### config.mk
export PLATFORM = sky130hd
export DESIGN_NAME = wu_fetch
export DESIGN_NICKNAME = d
export VERILOG_FILES = /design/src/rtl/wu_fetch.sv
export SDC_FILE = /design/constraint.sdc
export NUM_CORES = 1
export LEC_CHECK = 0
export ABC_AREA = 0
export BUFFER_PORTS_ARGS = -buffer_cell sky130_fd_sc_hd__buf_2
export CORE_ASPECT_RATIO = 1.2
export CORE_UTILIZATION = 46
export CTS_CLUSTER_DIAMETER = 120
export DETAILED_ROUTE_END_ITERATION = 7
export MAX_ROUTING_LAYER = met4
export PLACE_DENSITY = 0.75
export SKIP_CTS_REPAIR_TIMING = 1
export SYNTH_ARGS = -nofsm -noshare
export SYNTH_HDL_FRONTEND = slang
export SYNTH_SLANG_ARGS = --single-unit
### constraint.sdc
create_clock -name clk -period 3.5 [get_ports clk]
set_clock_uncertainty 0.2 [all_clocks]
set_input_delay 0.175 -clock clk [delete_from_list [all_inputs] [get_ports clk]]
set_output_delay 0.175 -clock clk [all_outputs]
set_load 0.05 [all_outputs]
### src/rtl/wu_fetch.sv
// WU instruction fetch: issues credit-limited reads to the WU memory and drains returns before done.
// Optional feature: define MGR_WU_FETCH_ADDR_WRAP_EN to let the program counter wrap past the last address.

`ifndef MGR_WU_ADDRESS_WIDTH
`define MGR_WU_ADDRESS_WIDTH 8
`endif
`ifndef MGR_WU_ADDRESS_RANGE
`define MGR_WU_ADDRESS_RANGE `MGR_WU_ADDRESS_WIDTH-1:0
`endif
`ifndef MGR_INSTRUCTION_MEMORY_DEPTH
`define MGR_INSTRUCTION_MEMORY_DEPTH 256
`endif
`ifndef MGR_MGR_ID_RANGE
`define MGR_MGR_ID_RANGE 3:0
`endif

module wu_fetch #(
    parameter int WUF_MAX_OUTSTANDING = 4
) (
    input  logic                          clk,
    input  logic                          reset_poweron,
    input  logic [`MGR_MGR_ID_RANGE]      sys__mgr__mgrId,
    input  logic                          cfg__wuf__start,
    input  logic [`MGR_WU_ADDRESS_RANGE]  cfg__wuf__addr,
    input  logic [`MGR_WU_ADDRESS_WIDTH:0] cfg__wuf__count,
    input  logic                          cfg__wuf__abort,
    output logic [`MGR_WU_ADDRESS_RANGE]  wuf__wum__addr,
    output logic                          wuf__wum__read,
    input  logic                          wum__wuf__stall,
    input  logic                          wum__wud__valid,
    output logic                          wuf__cfg__busy,
    output logic                          wuf__cfg__done,
    output logic                          wuf__cfg__error
);

    localparam int AW = `MGR_WU_ADDRESS_WIDTH;
    localparam int CW = $clog2(WUF_MAX_OUTSTANDING + 1);
    localparam logic [AW-1:0] LAST_ADDR = AW'(`MGR_INSTRUCTION_MEMORY_DEPTH - 1);

    typedef enum logic [1:0] {S_IDLE, S_FETCH, S_DRAIN, S_DONE} state_t;

    state_t          r_state;
    state_t          w_state_next;
    logic [AW-1:0]   r_pc;
    logic [AW:0]     r_remaining;
    logic [CW-1:0]   r_credits;
    logic [AW-1:0]   r_addr;
    logic            r_read;
    logic            r_error;

    logic            w_start_acc;
    logic            w_ret;
    logic [CW-1:0]   w_credits_eff;
    logic [CW-1:0]   w_credits_next;
    logic            w_issue;
    logic            w_last_issue;
    logic            w_overrun;
    logic [AW:0]     w_rem_next;
    logic [AW-1:0]   w_pc_next;

    // Manager id exists only for debug display in simulation builds.
    logic            w_unused_mgr_id;
    assign w_unused_mgr_id = ^sys__mgr__mgrId;

    assign w_start_acc = (r_state == S_IDLE) && cfg__wuf__start && !cfg__wuf__abort;

    // A return with no credits outstanding is stale (e.g. from before a reset) and is dropped.
    // Returns free their credit in the same cycle, so a slot can be reused without a bubble.
    assign w_ret          = wum__wud__valid && (r_credits != '0);
    assign w_credits_eff  = r_credits - CW'(w_ret);
    assign w_issue        = (r_state == S_FETCH) && !wum__wuf__stall &&
                            (w_credits_eff < CW'(WUF_MAX_OUTSTANDING)) && (r_remaining != '0);
    assign w_credits_next = w_credits_eff + CW'(w_issue);

    assign w_rem_next   = r_remaining - 1'b1;
    assign w_pc_next    = (r_pc == LAST_ADDR) ? '0 : r_pc + 1'b1;
    assign w_last_issue = w_issue && (w_rem_next == '0);

`ifdef MGR_WU_FETCH_ADDR_WRAP_EN
    assign w_overrun = 1'b0;
`else
    // Overrun only when words are still owed after reading the last address.
    assign w_overrun = w_issue && (r_pc == LAST_ADDR) && (w_rem_next != '0);
`endif

    // NOTE: asynchronous active-low reset; every sequential assignment is non-blocking.
    always_ff @(posedge clk or negedge reset_poweron) begin
        if (!reset_poweron) begin
            r_state <= S_IDLE;
        end else begin
            r_state <= w_state_next;
        end
    end

    always_comb begin
        w_state_next = r_state;
        unique case (r_state)
            S_IDLE: begin
                if (w_start_acc) begin
                    w_state_next = (cfg__wuf__count == '0) ? S_DONE : S_FETCH;
                end
            end
            S_FETCH: begin
                if (cfg__wuf__abort || w_last_issue || w_overrun || (r_remaining == '0)) begin
                    w_state_next = S_DRAIN;
                end
            end
            S_DRAIN: begin
                if (w_credits_next == '0) begin
                    w_state_next = S_DONE;
                end
            end
            S_DONE:  w_state_next = S_IDLE;
            default: w_state_next = S_IDLE;
        endcase
    end

    always_comb begin
        wuf__cfg__busy = (r_state != S_IDLE);
        wuf__cfg__done = (r_state == S_DONE);
    end

    always_ff @(posedge clk or negedge reset_poweron) begin
        if (!reset_poweron) begin
            r_pc        <= '0;
            r_remaining <= '0;
            r_credits   <= '0;
            r_addr      <= '0;
            r_read      <= 1'b0;
            r_error     <= 1'b0;
        end else begin
            r_credits <= w_credits_next;
            r_read    <= w_issue;
            if (w_start_acc) begin
                r_pc        <= cfg__wuf__addr;
                r_remaining <= cfg__wuf__count;
                r_error     <= 1'b0;
            end else if (w_issue) begin
                r_addr      <= r_pc;
                r_pc        <= w_pc_next;
                r_remaining <= w_overrun ? '0 : w_rem_next;
                if (w_overrun) begin
                    r_error <= 1'b1;
                end
            end
        end
    end

    assign wuf__wum__addr  = r_addr;
    assign wuf__wum__read  = r_read;
    assign wuf__cfg__error = r_error;

endmodule

==> results.txt <==
----------------------------------------------------
[Outcome]
  Outcome ... finished with violations
  Violations in the final reports ... hold timing

[Placement]
  Port Buffer Count ... 34
  Placement Cell Area ... 2160 um^2
  Routability-driven placement congestion ratio ... 0.909
  Worst-case setup slack after placement ... 0.349 ns
  Placed wire-length estimate after detailed placement ... 2.92 mm

[Synthesis]
  Syn Nets ... 248
  Post-synthesis average cell area ... 9.15 um^2
  Most instantiated library cell after synthesis ... sky130_fd_sc_hd__dfrtp_1
  Yosys top cell area share ... 41.9%
  Most area-hungry cell type in the Yosys netlist ... sky130_fd_sc_hd__dfrtp_1
  Cell types with the largest area share after synthesis ... sky130_fd_sc_hd__dfrtp_1 (42%), sky130_fd_sc_hd__ha_1 (7.8%), sky130_fd_sc_hd__mux2_2 (4.7%)
  Netlist area before placement ... 1910 um^2
  Instance count of the mapped netlist ... 209
  Total number of yosys warnings ... 0
  Most frequently used flop master after synthesis ... sky130_fd_sc_hd__dfrtp_1
  Most used standard cells in the synthesized netlist ... sky130_fd_sc_hd__dfrtp_1 (32), sky130_fd_sc_hd__nand2_1 (20), sky130_fd_sc_hd__nor2_1 (20)
  Post-synth EDFFs ... 0
  Synth Register Bits ... 32
  Proportion of synthesized flip-flops having asynchronous set or reset ... 100%
  Library cells used by synthesis ... 41
  Proportion of synthesized chip area in sequential cells ... 41.9%

[Global routing]
  Via count of the first global-routing pass ... 1592
  Largest net degree at the start of global routing ... 33
  Initial antenna violation count ... 0
  Wire length of the first global-routing pass ... 6.82 mm
  Total global routing overflow ... 0
  Overall routing resource usage ... 21.9%

[CTS]
  CTS tree ... built
  Maximum level of the CTS H-tree ... 2
  Insertion delay to the later sink of the worst-skew pair ... 0.29 ns
  Number of CTS-inserted buffers ... 5
  Clock Tree Buf Depth ... 2
  Count of clock tree sinks ... 32
  Root cell of the clock tree ... sky130_fd_sc_hd__clkbuf_8
  Clock-pin slew reported for the worst setup and hold paths after clock tree synthesis ... 0.07 ns

[Routing]
  Vias after detailed routing ... 1707
  Vias per cell ... 5.37
  First-pass iteration count of the detailed router ... 4
  DRT iter0 DRCs ... 53
  Average wire per cell in the routed design ... 13.2 um
  Total routed wirelength ... 4.19 mm
  Residual DRC ... 0
  Remaining antenna violation count after routing ... 0

[Power]
  Largest voltage drop on the vdd net ... 0.400 mV
  Internal power ... 1.07 mW
  Net switching power figure ... 0.844 mW
  Leakage Power ... 1.09 nW
  Switching power share of the total ... 44.0%
  Register share of total power ... 35.1%
  Power Density ... 790 nW/um^2
  Clock network fraction of design power ... 18.7%
  Comb power frac ... 46.2%

[Setup path]
  Worst path slowest cell ... sky130_fd_sc_hd__dfrtp_1
  Kind of launch point of the worst setup path ... flip-flop
  Critical path type ... reg -> reg
  Worst endpoint data arrival time ... 3.16 ns
  Endpoint required time on the critical path ... 3.52 ns
  Cell type group with the largest total delay on the critical path ... compound AO/OA/AOI/OAI gates
  Critical path fanouts, max ... 2
  Ordered list of cells on the worst path ... o31a_1 -> ha_1 -> ha_1 -> xor2_1 -> nor3b_1 -> nand2_1 -> inv_2 -> ha_1 -> ha_1 -> o31ai_1 -> o21ai_0 -> a211oi_2 -> mux2i_1
  Cell mode on critical path ... sky130_fd_sc_hd__ha_1
  Largest stage delay on the critical path ... 0.38 ns
  Endpoint kind of the worst setup timing path ... flip-flop
  Critical path buffers and inverters ... 1

[Die]
  Area of the placeable core ... 3970 um^2
  Die H ... 72.6 um
  Starting Density ... 48.2%
  Top-Level Pins ... 39
  Placement row count ... 25
  Floorplan die area ... 4420 um^2
  Horizontal die dimension ... 60.9 um

[STA]
  Final worst-path cycle share ... 89.8%
  Maximum clock frequency ... 318 MHz
  Fin Setup TNS ... 0 ns
  Number of setup violations in the final report ... 0
  Post-Route Hold Slack ... -0.0391 ns
  Max-slew violations ... 0
  Slew at the pin with the worst max-slew slack ... 0.699 ns
  Clock period minus final worst setup slack ... 3.14 ns
  Hold violation count in the final report ... 2
  Unrepaired setup endpoints after global routing ... false
  Slack of the critical path ... 0.358 ns
  Worst max-slew margin expressed relative to the limit ... 53.4%

[Cells and area]
  Filler cell count ... 363
  Number of inserted diodes ... 0
  Final net count ... 302
  Share of post-route cells with drive strength above 1 ... 23.5%
  Post-route standard cell area excluding fillers ... 2430 um^2
  Sequential cell area in the final layout ... 801 um^2
  Post-synthesis to final-layout area growth ... 26.9%
  Area of the multi-input gates ... 1040 um^2

[Flow run]
  Max-cap violation count ... 0

[Min path]
  Worst min-delay path class ... in -> reg

----------------------------------------------------
==> path summary, 6_finish.rpt <==
path | startpoint | end | slack [ns] | cells after the start
min | cfg__wuf__addr[5] | r_pc[5] | -0.04 | 3
max | r_credits[1] | r_state[1] | 0.36 | 13
max reg2reg | r_credits[1] | r_state[1] | 0.36 | 13
max in group asynchronous | reset_poweron | wuf__wum__read | 2.38 | 2
min in group asynchronous | reset_poweron | r_remaining[0] | 0.26 | 2
min reg2reg | wuf__wum__addr[4] | wuf__wum__addr[4] | 0.30 | 1
==> routing by layer <==
metal	global-route usage [%]	vias to the layer above	share of wire, %
li1	-	859	-
met1	24.9	799	44
met2	34.6	40	49
met3	6.74	9	4.3
met4	10.4	0	2.4
met5	-	-	0
==> worst reg2reg max path: cells and delay by family, from the launching register on <==
kind,cells,cell delay [ns]
and+or+nand+nor,2,0.39
buffers and inverters,1,0.07
xor gates and xnor gates,1,0.18
adders and majority gates,4,0.76
AOI/OAI and AO/OA,4,0.89
DFF,1,0.38
muxes,1,0.21
==> registers in the layout, indices dropped and copies added (netlist names) <==
name / flops
wuf__wum__addr: 8
wuf__wum__read: 1
r_state: 2
r_remaining: 9
r_pc: 8
r_credits: 3
wuf__cfg__error: 1
==> through the flow <==
stage / instances / utilization [%] / hold slack, ns / power, mW
floorplan: 209 / - / -0.321 / 1.33
global placement: 294 / 54.3 / 0.0689 / 1.52
detailed placement: 294 / 54.3 / 0.0730 / 1.55
CTS: 302 / 57.1 / -0.250 / 1.92
global route: 318 / 61.1 / 0.0119 / 2.06
finish: 318 / 61.1 / -0.0391 / 1.92
==> cells by family (layout without fill, tap and decap cells) <==
family                   count (synthesis)  count (layout)  synth area share, %
flip-flops                              32              32                 41.9
adder cells (fa/ha/maj)                 12              12                 7.85
multiplexers                             9               9                 5.23
AO/OA/AOI/OAI                           53              53                 18.3
XOR/XNOR                                 6               6                 2.75
AND/OR/NAND/NOR                         78              78                 20.1
buffers and inverters                   19              74                 3.86
==> layout by cell type (no fill, tap or decap), types with 9 or more instances in the layout <==
| master | Yosys | routed |
|---|---|---|
| sky130_fd_sc_hd__buf_2 | 2 | 34 |
| sky130_fd_sc_hd__dfrtp_1 | 32 | 32 |
| sky130_fd_sc_hd__nor2_1 | 20 | 20 |
| sky130_fd_sc_hd__nand2_1 | 20 | 20 |
| sky130_fd_sc_hd__dlygate4sd3_1 | 0 | 16 |
| sky130_fd_sc_hd__a21oi_1 | 12 | 12 |
| sky130_fd_sc_hd__o21ai_0 | 12 | 12 |
| sky130_fd_sc_hd__ha_1 | 12 | 12 |
| sky130_fd_sc_hd__inv_1 | 10 | 10 |
| sky130_fd_sc_hd__nand3_1 | 9 | 9 |
==> power by group through the flow <==
stage	combinational (mW)	clock (mW)	sequential (mW)
2_1_floorplan	0.526	0	0.809
3_3_place_gp	0.855	0	0.669
3_5_place_dp	0.876	0	0.676
4_1_cts	0.882	0.368	0.670
5_1_grt	0.983	0.384	0.696
6_report	0.886	0.359	0.673
==> cell type report <==
cell class	instances	area share, %
multi-input combinational	158	42.8
clock inverter	3	1.75
sequential	32	33.0
timing repair buffer	55	15.2
inverter	11	1.70
clock buffer	5	2.84
tap	54	2.78
No activity file was read; power rests on OpenSTA's default activity.
